[src/rtl/nts_ip_udp_parser.sv]
// Streaming Ethernet/IPv4/UDP header parser that locates the UDP header and reports the NTP payload offset.
// Defining NTS_IP_IPV6_EN adds IPv6 (fixed 40-byte header, no extension headers) detection.
module nts_ip_udp_parser #(
  parameter int          ADDR_WIDTH = 10,
  parameter logic [15:0] NTP_PORT   = 16'd123,
  parameter logic [3:0]  MAX_IHL    = 4'd15
) (
  input  logic        i_clk,
  input  logic        i_areset,
  input  logic        i_clear,
  input  logic        i_process,
  input  logic        i_last,
  input  logic [7:0]  i_last_word_data_valid,
  input  logic [63:0] i_data,
  input  logic [3:0]  i_read_opcode,
  output logic        o_detect_ipv4,
  output logic        o_detect_ipv6,
  output logic        o_detect_ip_bad,
  output logic        o_detect_ntp,
  output logic        o_done,
  output logic [31:0] o_read_data
);

  localparam int BW = ADDR_WIDTH + 3;

  typedef enum logic [2:0] {
    S_IDLE  = 3'd0,
    S_ETH   = 3'd1,
    S_IP    = 3'd2,
    S_UDP   = 3'd3,
    S_DONE  = 3'd4,
    S_ERROR = 3'd5
  } state_t;

  state_t                state_q, state_d;
  logic [ADDR_WIDTH-1:0] word_cnt_q;
  logic [63:0]           prev_word_q;
  logic                  ipv4_q, ipv4_d, ipv6_q, ipv6_d;
  logic                  bad_q, bad_d, ntp_q, ntp_d, done_q, done_d;
  logic [3:0]            ihl_q, ihl_d;
  logic [BW-1:0]         udp_byte_q, udp_byte_d;
  logic [15:0]           ip_payload_q, ip_payload_d;
  logic [15:0]           udp_src_q, udp_src_d, udp_dst_q, udp_dst_d, udp_len_q, udp_len_d;
  logic [BW-1:0]         ntp_offset_q, ntp_offset_d;

  logic [127:0]          window;
  logic [47:0]           udp_hdr;
  logic [BW-1:0]         udp_last_byte;
  logic [ADDR_WIDTH-1:0] udp_last_word;
  logic [2:0]            udp_last_lane;
  logic [15:0]           hdr_len;
  logic                  fail;

  // The UDP header always starts in the previous word (lane 2 or 6) and ends in the current one.
  assign window        = {prev_word_q, i_data};
  assign udp_hdr       = window[(7'd127 - {1'b0, udp_byte_q[2:0], 3'b000}) -: 48];
  assign udp_last_byte = udp_byte_q + BW'(7);
  assign udp_last_word = udp_last_byte[BW-1:3];
  assign udp_last_lane = udp_last_byte[2:0];
  assign hdr_len       = 16'({ihl_q, 2'b00});

  // NOTE: every combinational output starts from a default so no path leaves a latch behind.
  always_comb begin
    state_d      = state_q;
    ipv4_d       = ipv4_q;
    ipv6_d       = ipv6_q;
    bad_d        = bad_q;
    ntp_d        = ntp_q;
    done_d       = done_q;
    ihl_d        = ihl_q;
    udp_byte_d   = udp_byte_q;
    ip_payload_d = ip_payload_q;
    udp_src_d    = udp_src_q;
    udp_dst_d    = udp_dst_q;
    udp_len_d    = udp_len_q;
    ntp_offset_d = ntp_offset_q;
    fail         = 1'b0;

    if (i_process) begin
      unique case (state_q)
        S_IDLE: begin
          if (i_last) fail = 1'b1;
          else        state_d = S_ETH;
        end
        S_ETH: begin
          if (i_data[31:16] == 16'h0800 && i_data[15:12] == 4'd4) begin
            ipv4_d     = 1'b1;
            ihl_d      = i_data[11:8];
            udp_byte_d = BW'(14) + BW'({i_data[11:8], 2'b00});
            if (i_data[11:8] < 4'd5 || i_data[11:8] > MAX_IHL || i_last) fail = 1'b1;
            else state_d = S_IP;
          end
`ifdef NTS_IP_IPV6_EN
          else if (i_data[31:16] == 16'h86DD && i_data[15:12] == 4'd6) begin
            ipv6_d     = 1'b1;
            udp_byte_d = BW'(54);
            if (i_last) fail = 1'b1;
            else        state_d = S_IP;
          end
`endif
          else begin
            state_d = S_DONE;
            done_d  = 1'b1;
          end
        end
        S_IP: begin
          if (ipv6_q) begin
            ip_payload_d = i_data[47:32];
            fail = (i_data[31:24] != 8'd17) || (i_data[47:32] < 16'd8);
          end else begin
            ip_payload_d = i_data[63:48] - hdr_len;
            fail = i_data[29] || (i_data[28:16] != 13'd0) || (i_data[7:0] != 8'd17) ||
                   (i_data[63:48] < hdr_len + 16'd8);
          end
          if (i_last) fail = 1'b1;
          if (!fail)  state_d = S_UDP;
        end
        S_UDP: begin
          if (word_cnt_q == udp_last_word) begin
            udp_src_d = udp_hdr[47:32];
            udp_dst_d = udp_hdr[31:16];
            udp_len_d = udp_hdr[15:0];
            // A final word is only complete if the last UDP header byte is marked valid.
            if (udp_hdr[15:0] < 16'd8 || udp_hdr[15:0] > ip_payload_q ||
                (i_last && !i_last_word_data_valid[~udp_last_lane])) begin
              fail = 1'b1;
            end else begin
              state_d      = S_DONE;
              done_d       = 1'b1;
              ntp_d        = (udp_hdr[31:16] == NTP_PORT);
              ntp_offset_d = udp_byte_q + BW'(8);
            end
          end else if (i_last) begin
            fail = 1'b1;
          end
        end
        S_DONE, S_ERROR: ;
        default: state_d = S_IDLE;
      endcase
    end

    if (fail) begin
      state_d      = S_ERROR;
      bad_d        = 1'b1;
      done_d       = 1'b1;
      ntp_d        = 1'b0;
      ntp_offset_d = '0;
    end
  end

  // NOTE: sequential state uses non-blocking assignments so every flop samples pre-edge values.
  always_ff @(posedge i_clk or posedge i_areset) begin
    if (i_areset) begin
      state_q      <= S_IDLE;
      word_cnt_q   <= '0;
      prev_word_q  <= '0;
      ipv4_q       <= 1'b0;
      ipv6_q       <= 1'b0;
      bad_q        <= 1'b0;
      ntp_q        <= 1'b0;
      done_q       <= 1'b0;
      ihl_q        <= '0;
      udp_byte_q   <= '0;
      ip_payload_q <= '0;
      udp_src_q    <= '0;
      udp_dst_q    <= '0;
      udp_len_q    <= '0;
      ntp_offset_q <= '0;
    end else if (i_clear) begin
      state_q      <= S_IDLE;
      word_cnt_q   <= '0;
      prev_word_q  <= '0;
      ipv4_q       <= 1'b0;
      ipv6_q       <= 1'b0;
      bad_q        <= 1'b0;
      ntp_q        <= 1'b0;
      done_q       <= 1'b0;
      ihl_q        <= '0;
      udp_byte_q   <= '0;
      ip_payload_q <= '0;
      udp_src_q    <= '0;
      udp_dst_q    <= '0;
      udp_len_q    <= '0;
      ntp_offset_q <= '0;
    end else begin
      state_q      <= state_d;
      ipv4_q       <= ipv4_d;
      ipv6_q       <= ipv6_d;
      bad_q        <= bad_d;
      ntp_q        <= ntp_d;
      done_q       <= done_d;
      ihl_q        <= ihl_d;
      udp_byte_q   <= udp_byte_d;
      ip_payload_q <= ip_payload_d;
      udp_src_q    <= udp_src_d;
      udp_dst_q    <= udp_dst_d;
      udp_len_q    <= udp_len_d;
      ntp_offset_q <= ntp_offset_d;
      if (i_process) begin
        prev_word_q <= i_data;
        if (word_cnt_q != '1) word_cnt_q <= word_cnt_q + ADDR_WIDTH'(1);
      end
    end
  end

  assign o_detect_ipv4   = ipv4_q;
`ifdef NTS_IP_IPV6_EN
  assign o_detect_ipv6   = ipv6_q;
`else
  assign o_detect_ipv6   = 1'b0;
`endif
  assign o_detect_ip_bad = bad_q;
  assign o_detect_ntp    = ntp_q;
  assign o_done          = done_q;

  always_comb begin
    o_read_data = '0;
    unique case (i_read_opcode)
      4'd0:    o_read_data = 32'(ntp_offset_q);
      4'd1:    o_read_data = {16'b0, udp_len_q};
      4'd2:    o_read_data = {udp_src_q, udp_dst_q};
      4'd3:    o_read_data = {24'b0, ihl_q, state_q, bad_q};
      default: o_read_data = '0;
    endcase
  end

endmodule
[config.mk]
export PLATFORM = sky130hd
export DESIGN_NAME = nts_ip_udp_parser
export DESIGN_NICKNAME = d
export VERILOG_FILES = /design/src/rtl/nts_ip_udp_parser.sv
export SDC_FILE = /design/constraint.sdc
export NUM_CORES = 1
export LEC_CHECK = 0
export CAP_MARGIN = 20
export CORE_ASPECT_RATIO = 1.5
export CORE_MARGIN = 4
export CORE_UTILIZATION = 56
export DETAILED_ROUTE_END_ITERATION = 6
export PLACE_DENSITY = 0.89
export SLEW_MARGIN = 30
export SYNTH_ARGS = -nofsm -noshare
export SYNTH_HDL_FRONTEND = slang
export SYNTH_SLANG_ARGS = --single-unit
[constraint.sdc]
create_clock -name i_clk -period 5.6 [get_ports i_clk]
set_clock_uncertainty 0.1 [all_clocks]
set_input_delay 0.56 -clock i_clk [delete_from_list [all_inputs] [get_ports i_clk]]
set_output_delay 0.56 -clock i_clk [all_outputs]
set_load 0.005 [all_outputs]
==> results of run 1 <==
## logic make-up after synthesis
group	count (synthesis)	share of synthesized area
DFF	161	0.432
AOI/OAI and AO/OA	165	0.126
xor gates and xnor gates	32	0.0300
buffers and inverters	90	0.0407
other	1	0.000402
adders and majority gates	30	0.0418
and+or+nand+nor	288	0.156
muxes	133	0.174
## registers in the layout, summed over array words and instances (netlist names)
name             cells
ihl_q                4
ip_payload_q        16
ntp_offset_q         7
o_detect_ip_bad      1
o_detect_ntp         1
o_done               1
prev_word_q         64
state_q              3
udp_byte_q           6
udp_dst_q           16
udp_len_q           16
udp_src_q           16
word_cnt_q          10
## area by class of cell
cell class                 count  area (sq um)  area share
inverter                      35           139      0.0124
tap                          206           258      0.0230
multi-input combinational    649          4960       0.443
sequential                   161          4030       0.360
clock buffer                  18           429      0.0384
clock inverter                14           144      0.0129
timing repair buffer         123          1230       0.110
## path summary, 6_finish.rpt
path | to | slack (ps) | cells past startpoint | start
max in group asynchronous | udp_dst_q[7] | 3630 | 3 | i_areset
worst min-delay path | ip_payload_q[5] | 380 | 2 | ip_payload_q[5]
worst min register to register | ip_payload_q[5] | 380 | 2 | ip_payload_q[5]
worst max-delay path | ntp_offset_q[4] | 1480 | 10 | udp_byte_q[1]
worst max register to register | ntp_offset_q[4] | 1480 | 10 | udp_byte_q[1]
min in group asynchronous | word_cnt_q[9] | 560 | 2 | i_areset
## per-stage QoR
step | hold WS [ps] | cell area (sq um) | worst slack [ps] | std cells | util
after floorplan | 342 | 9340 | 592 | 900 | -
after global placement | 358 | 10600 | 1500 | 1174 | 0.652
after detailed placement | 370 | 10600 | 1490 | 1174 | 0.652
after CTS | 384 | 11200 | 1500 | 1206 | 0.687
after global routing | 398 | 11200 | 1250 | 1206 | 0.688
final | 380 | 11200 | 1480 | 1206 | 0.688
## worst min-delay path, delay by kind of cell (launching register included)
kind               cells  cell delay (ps)
DFF                    1              340
AOI/OAI and AO/OA      1               60
and+or+nand+nor        1               50
## routing by layer
layer,routed length (um),share of wire,vias to the layer above,GRT usage
li1,-,-,3435,-
met1,10000,0.39,3777,0.349
met2,13000,0.50,315,0.458
met3,1530,0.059,82,0.0470
met4,1420,0.055,0,0.155
met5,0,0,-,0
## placed cells by master (no fill, tap or decap), types with 3 or more instances in the layout
cell | Yosys | final
a21oi_1 | 32 | 31
inv_6 | 0 | 6
ha_1 | 28 | 28
clkdlybuf4s50_1 | 0 | 110
nand2_1 | 62 | 62
nor2_1 | 118 | 118
and2_1 | 18 | 18
nand4_1 | 4 | 4
buf_4 | 3 | 10
nor4b_1 | 8 | 6
mux4_2 | 22 | 22
a22o_1 | 52 | 52
xor2_1 | 12 | 12
a211oi_1 | 5 | 5
a21o_1 | 4 | 4
nor3_1 | 5 | 5
mux2_2 | 12 | 12
mux2i_1 | 99 | 99
dfrtp_1 | 161 | 159
nor2b_1 | 7 | 7
nor4_2 | 2 | 4
nand2b_1 | 9 | 9
xnor2_1 | 20 | 20
or4_1 | 4 | 4
and3_1 | 4 | 4
a221o_1 | 8 | 8
nand3_1 | 14 | 14
inv_1 | 35 | 34
nor4_1 | 11 | 9
nor4_4 | 3 | 3
clkbuf_16 | 0 | 17
o21ai_0 | 44 | 44
## power by group
| part | leakage, nW | switching [mW] | total (mW) | internal [mW] |
|---|---|---|---|---|
| combinational | 2.32 | 0.194 | 0.343 | 0.149 |
| clock | 0.277 | 0.518 | 1.14 | 0.626 |
| sequential | 2.20 | 0.0341 | 1.23 | 1.19 |
==> results.ini, run 1 <==
[sta]
rsz0062_at_grt = false
hold_violations = 0
fin_crit_ps = 4120
tns_ps = 0
relSlewSlack = 0.429
drv_slew = 0
finalCritPeriodShare = 0.736
worst_slew_pin_slew_ps = 850
finalSetupViolCount = 0
fmax_ghz = 0.242

[pwr]
ir_drop_mv = 0.173
p_total_mw = 2.72
p_per_area_nw_per_um2 = 243
p_leak_nw = 4.80

[global_route]
antenna_found_initial = 0
grt-ovfl-total = 0
grt_pass1_vias = 7652
grt_max_degree = 114
grt_pass1_wl_um = 41100
grt_use_total = 0.279

[cells_and_area]
antenna_cells = 0
drive_gt1_frac = 0.102
syn_to_final_growth_pct = 19.8
nNetsFinal = 1098
fillCellCount = 1202

[yosys]
syn-num-nets = 1011
ys_seq_area_frac = 0.432
synth.most_common_cell = dfrtp_1
yosys_warnings = 0
synth_edf_count = 0
syn_inst = 900
synth_top_area_frac = 0.432
ys_types = 63
async_flop_share = 1.00
synthTopCellsByArea = dfrtp_1 (43%), mux2i_1 (11%), mux4_2 (5.3%), a22o_1 (4.9%), nor2_1 (4.7%)
yosys-top-cells-count = dfrtp_1 (161), nor2_1 (118), mux2i_1 (99)
synth_top_cell_by_area = dfrtp_1
synthesis.area_sq_um = 9340
synth.ff_latch_count = 161
avgSynthCellArea_sq_um = 10.4
synth-main-ff-cell = dfrtp_1

[worst_setup_path]
cp_cell_sequence = buf_12 > mux4_2 > ha_1 > a21oi_1 > o21ai_0 > a221o_1 > o31ai_1 > nand2_1 > nor4_4 > a22o_1
cp_max_fo = 43
crit_family = compound AO/OA/AOI/OAI gates
critPathKind = reg -> reg
worst_ep_required_time_ps = 5870
crit_path_end_kind = flip-flop
critPathSlowestCell = dfrtp_2
cp_num_buf_inv = 1
critical_path_arrival_ps = 4390
crit_path_start_kind = flip-flop
critPathMaxStageDelay_ps = 830

[floorplan]
initial_core_util = 0.574
io_pins = 118
rows = 57
fp.dieW_um = 113
dieArea_sq_um = 18800
die_h_um = 166
core_sq_um = 16300

[routing]
wirelength_um = 25900
detail-route-antenna-nets = 0
vias = 7609
first_pass_iters = 5
drt-initial-drc-count = 538
vias_per_cell = 6.31
wl_per_cell_um = 21.5
drc = 0

[hold_path]
min_path_type = reg -> reg

[clock_tree]
cts_setup_buffers = 0
htreeDepth = 4
clock_latency_ps = 430
clock_path_buffers = 2
clkSlewWorstSetupHoldPaths_ps = 70
cts-root-buf = clkbuf_16
ctsHoldBuffers = 0
numCtsBuffers = 17
cts_tree = built
numClockSinks = 161
postCtsResizedCells = 0

[placed_design]
place.gp.congestion = 0.882
hpwlAfterDp_um = 18700
numPortBuffers = 112

[flow_run]
maxCapViolations = 0

[run_status]
status = finished clean

(Power assumes the default switching activity.)
==> inputs of run 2 (changes only) <==
==> constraint.sdc (replaced) <==
create_clock -name i_clk -period 4.3 [get_ports i_clk]
set_clock_uncertainty 0.1 [all_clocks]
set_input_delay 0.43 -clock i_clk [delete_from_list [all_inputs] [get_ports i_clk]]
set_output_delay 0.43 -clock i_clk [all_outputs]
set_load 0.005 [all_outputs]
==> results.ini, run 2 (synthesis results as in run 1) <==
[clock_tree]
ctsHoldBuffers = 0  ; unchanged
clock_latency_ps = 430  ; about the same
cts_tree = built  ; unchanged
htreeDepth = 4  ; unchanged
cts-root-buf = clkbuf_16  ; unchanged
clkSlewWorstSetupHoldPaths_ps = 70  ; about the same
cts_setup_buffers = 0  ; unchanged
postCtsResizedCells = 0  ; unchanged
numClockSinks = 161  ; unchanged
clock_path_buffers = 2  ; unchanged
numCtsBuffers = 17  ; unchanged

[placed_design]
numPortBuffers = 112  ; unchanged
place.gp.congestion = 0.913  ; was 0.882
hpwlAfterDp_um = 19200  ; was 18,700 um

[floorplan]
rows = 57  ; unchanged
die_h_um = 166  ; unchanged
initial_core_util = 0.574  ; unchanged
fp.dieW_um = 113  ; unchanged
dieArea_sq_um = 18800  ; unchanged
io_pins = 118  ; unchanged
core_sq_um = 16300  ; unchanged

[pwr]
p_per_area_nw_per_um2 = 327  ; was 243 nW/um^2
p_comb_frac = 0.121  ; was 0.126
clockPowerShare = 0.451  ; was 0.421
ir_drop_mv = 0.255  ; was 0.173 mV
p_leak_nw = 4.96  ; was 4.80 nW
p_sw_uw = 975  ; was 746 uW
seqPwrFrac = 0.428  ; was 0.452
p_int_mw = 2.77  ; was 1.97 mW
p_sw_frac = 0.261  ; was 0.275

[global_route]
antenna_found_initial = 2  ; was 0
grt_use_total = 0.282  ; was 0.279
grt_max_degree = 162  ; was 114
grt-ovfl-total = 0  ; unchanged
grt_pass1_vias = 7690  ; was 7,652
grt_pass1_wl_um = 41400  ; was 41,100 um

[worst_setup_path]
crit_top_cell = nand4_1
critPathKind = reg -> reg  ; unchanged
worst_ep_required_time_ps = 4570  ; was 5870 ps
crit_path_start_kind = flip-flop  ; unchanged
crit_end = ntp_offset_q[7]  ; was ntp_offset_q[4]
cp_max_fo = 29  ; was 43
cp_cell_sequence = buf_4 > mux4_2 > ha_1 > nand4_1 > nor4_1 > nand4_1 > o31ai_1 > nand2_1 > nor4_4 > a22o_1  ; was buf_12 > mux4_2 > ha_1 > a21oi_1 > o21ai_0 > a221o_1 > o31ai_1 > nand2_1 > nor4_4 > a22o_1
r2r.worst_path.cells = 10  ; unchanged
crit_path_end_kind = flip-flop  ; unchanged
critical_path_arrival_ps = 4330  ; was 4390 ps
critPathLaunch = udp_byte_q[2]  ; was udp_byte_q[1]
r2r_slack_ps = 240  ; was 1480 ps
worst_r2r_endpoint = ntp_offset_q[7]  ; was ntp_offset_q[4]
reg2reg_from = udp_byte_q[2]  ; was udp_byte_q[1]
critPathSlowestCell = dfrtp_2  ; unchanged
critPathMaxStageDelay_ps = 880  ; was 830 ps

[run_status]
status = finished clean  ; unchanged

[routing]
wirelength_um = 26100  ; was 25,900 um
drt-initial-drc-count = 438  ; was 538
detail-route-antenna-nets = 0  ; unchanged
vias_per_cell = 6.23  ; was 6.31
first_pass_iters = 5  ; unchanged
vias = 7676  ; was 7,609
wl_per_cell_um = 21.2  ; was 21.5 um
drc = 0  ; unchanged

[flow_run]
maxCapViolations = 0  ; unchanged

[cells_and_area]
syn_to_final_growth_pct = 22.5  ; was 19.8%
regMostFlops = prev_word_q  ; unchanged
layout_common_cells = dfrtp_1 (159), nor2_1 (118), clkdlybuf4s50_1 (110)  ; unchanged
final_common_cell = dfrtp_1  ; unchanged
drive_gt1_frac = 0.123  ; was 0.102
largest_reg_flops = 64  ; unchanged
nNetsFinal = 1122  ; was 1,098
utilization = 0.703  ; was 0.688

[sta]
worst_slew_pin_slew_ps = 1010  ; was 850 ps
finalSetupViolCount = 0  ; unchanged
finalCritPeriodShare = 0.944  ; was 0.736
drv_slew = 0  ; unchanged
hold_violations = 0  ; unchanged
fin_crit_ps = 4060  ; was 4120 ps
relSlewSlack = 0.325  ; was 0.429
rsz0062_at_grt = false  ; unchanged
fmax_ghz = 0.246  ; was 0.242 GHz
tns_ps = 0  ; unchanged

[hold_path]
min_path_type = in -> reg  ; was reg -> reg
min_from = i_process  ; was ip_payload_q[5]

## run 2: cell types whose count changed in the layout (fill, tap and decap cells not counted), sizes merged
cell / previous run / this run
diode: 0 / 2
bufinv: 1 / 4
buf: 13 / 37
clkinvlp: 2 / 1
inv: 42 / 40
## run 2: final cells by class
type	instances	area, sq um
tap	206	258
timing repair buffer	147	1390
inverter	35	135
multi-input combinational	649	4950
antenna	2	5.00
sequential	161	4030
fill	1139	4830
clock inverter	14	218
clock buffer	18	439
## run 2: how the worst min path moves through the flow
| stage | to | slack [ps] | cells past startpoint |
|---|---|---|---|
| 6_report | ip_payload_q[0] | 320 | 3 |
| 5_1_grt | ip_payload_q[1] | 330 | 3 |
| 4_1_cts | ip_payload_q[0] | 300 | 3 |
| 3_5_place_dp | udp_src_q[7] | 370 | 2 |
| 3_3_place_gp | udp_src_q[0] | 360 | 2 |
| 2_1_floorplan | udp_src_q[0] | 340 | 2 |
## run 2: layer usage
metal / up-vias / GRT usage / routed length, um
li1: 3473 / - / -
met1: 3794 / 0.345 / 9830
met2: 323 / 0.465 / 13100
met3: 86 / 0.0627 / 1750
met4: 0 / 0.145 / 1460
met5: - / 0 / 0
## run 2: worst max-delay path: cells and delay by family, from the launching register on
| kind | cells | cell delay [ps] |
|---|---|---|
| compound gates | 2 | 380 |
| fa+ha+maj | 1 | 330 |
| buf+inv | 1 | 370 |
| flops | 1 | 880 |
| mux | 1 | 380 |
| simple gates | 5 | 1530 |
## run 2: power groups by stage
stage          clock network, mW  registers, mW  logic (mW)
3_5_place_dp                   0           1.63       0.447
3_3_place_gp                   0           1.62       0.437
4_1_cts                     1.69           1.60       0.451
5_1_grt                     1.76           1.60       0.494
2_1_floorplan                  0           1.61       0.265
6_report                    1.69           1.60       0.453
## run 2: stage by stage
step | total power [mW] | hold slack, ps | instance area [sq um] | worst slack (ps) | cells
finish | 3.74 | 319 | 11400 | 241 | 1232
global route | 3.86 | 335 | 11400 | 15.0 | 1231
CTS | 3.74 | 301 | 11400 | 296 | 1230
detailed placement | 2.07 | 368 | 10800 | 327 | 1198
global placement | 2.06 | 356 | 10800 | 395 | 1198
floorplan | 1.87 | 342 | 9340 | 672 | 900
==> inputs of run 3 (changes only) <==
--- a/config.mk
+++ b/config.mk
@@ -11,6 +11,7 @@
 export CORE_UTILIZATION = 56
 export DETAILED_ROUTE_END_ITERATION = 6
 export PLACE_DENSITY = 0.89
+export SKIP_CTS_REPAIR_TIMING = 1
 export SLEW_MARGIN = 30
 export SYNTH_ARGS = -nofsm -noshare
 export SYNTH_HDL_FRONTEND = slang
==> results of run 3 <==
Final layout, timing and power as in run 2 (identical DEF).
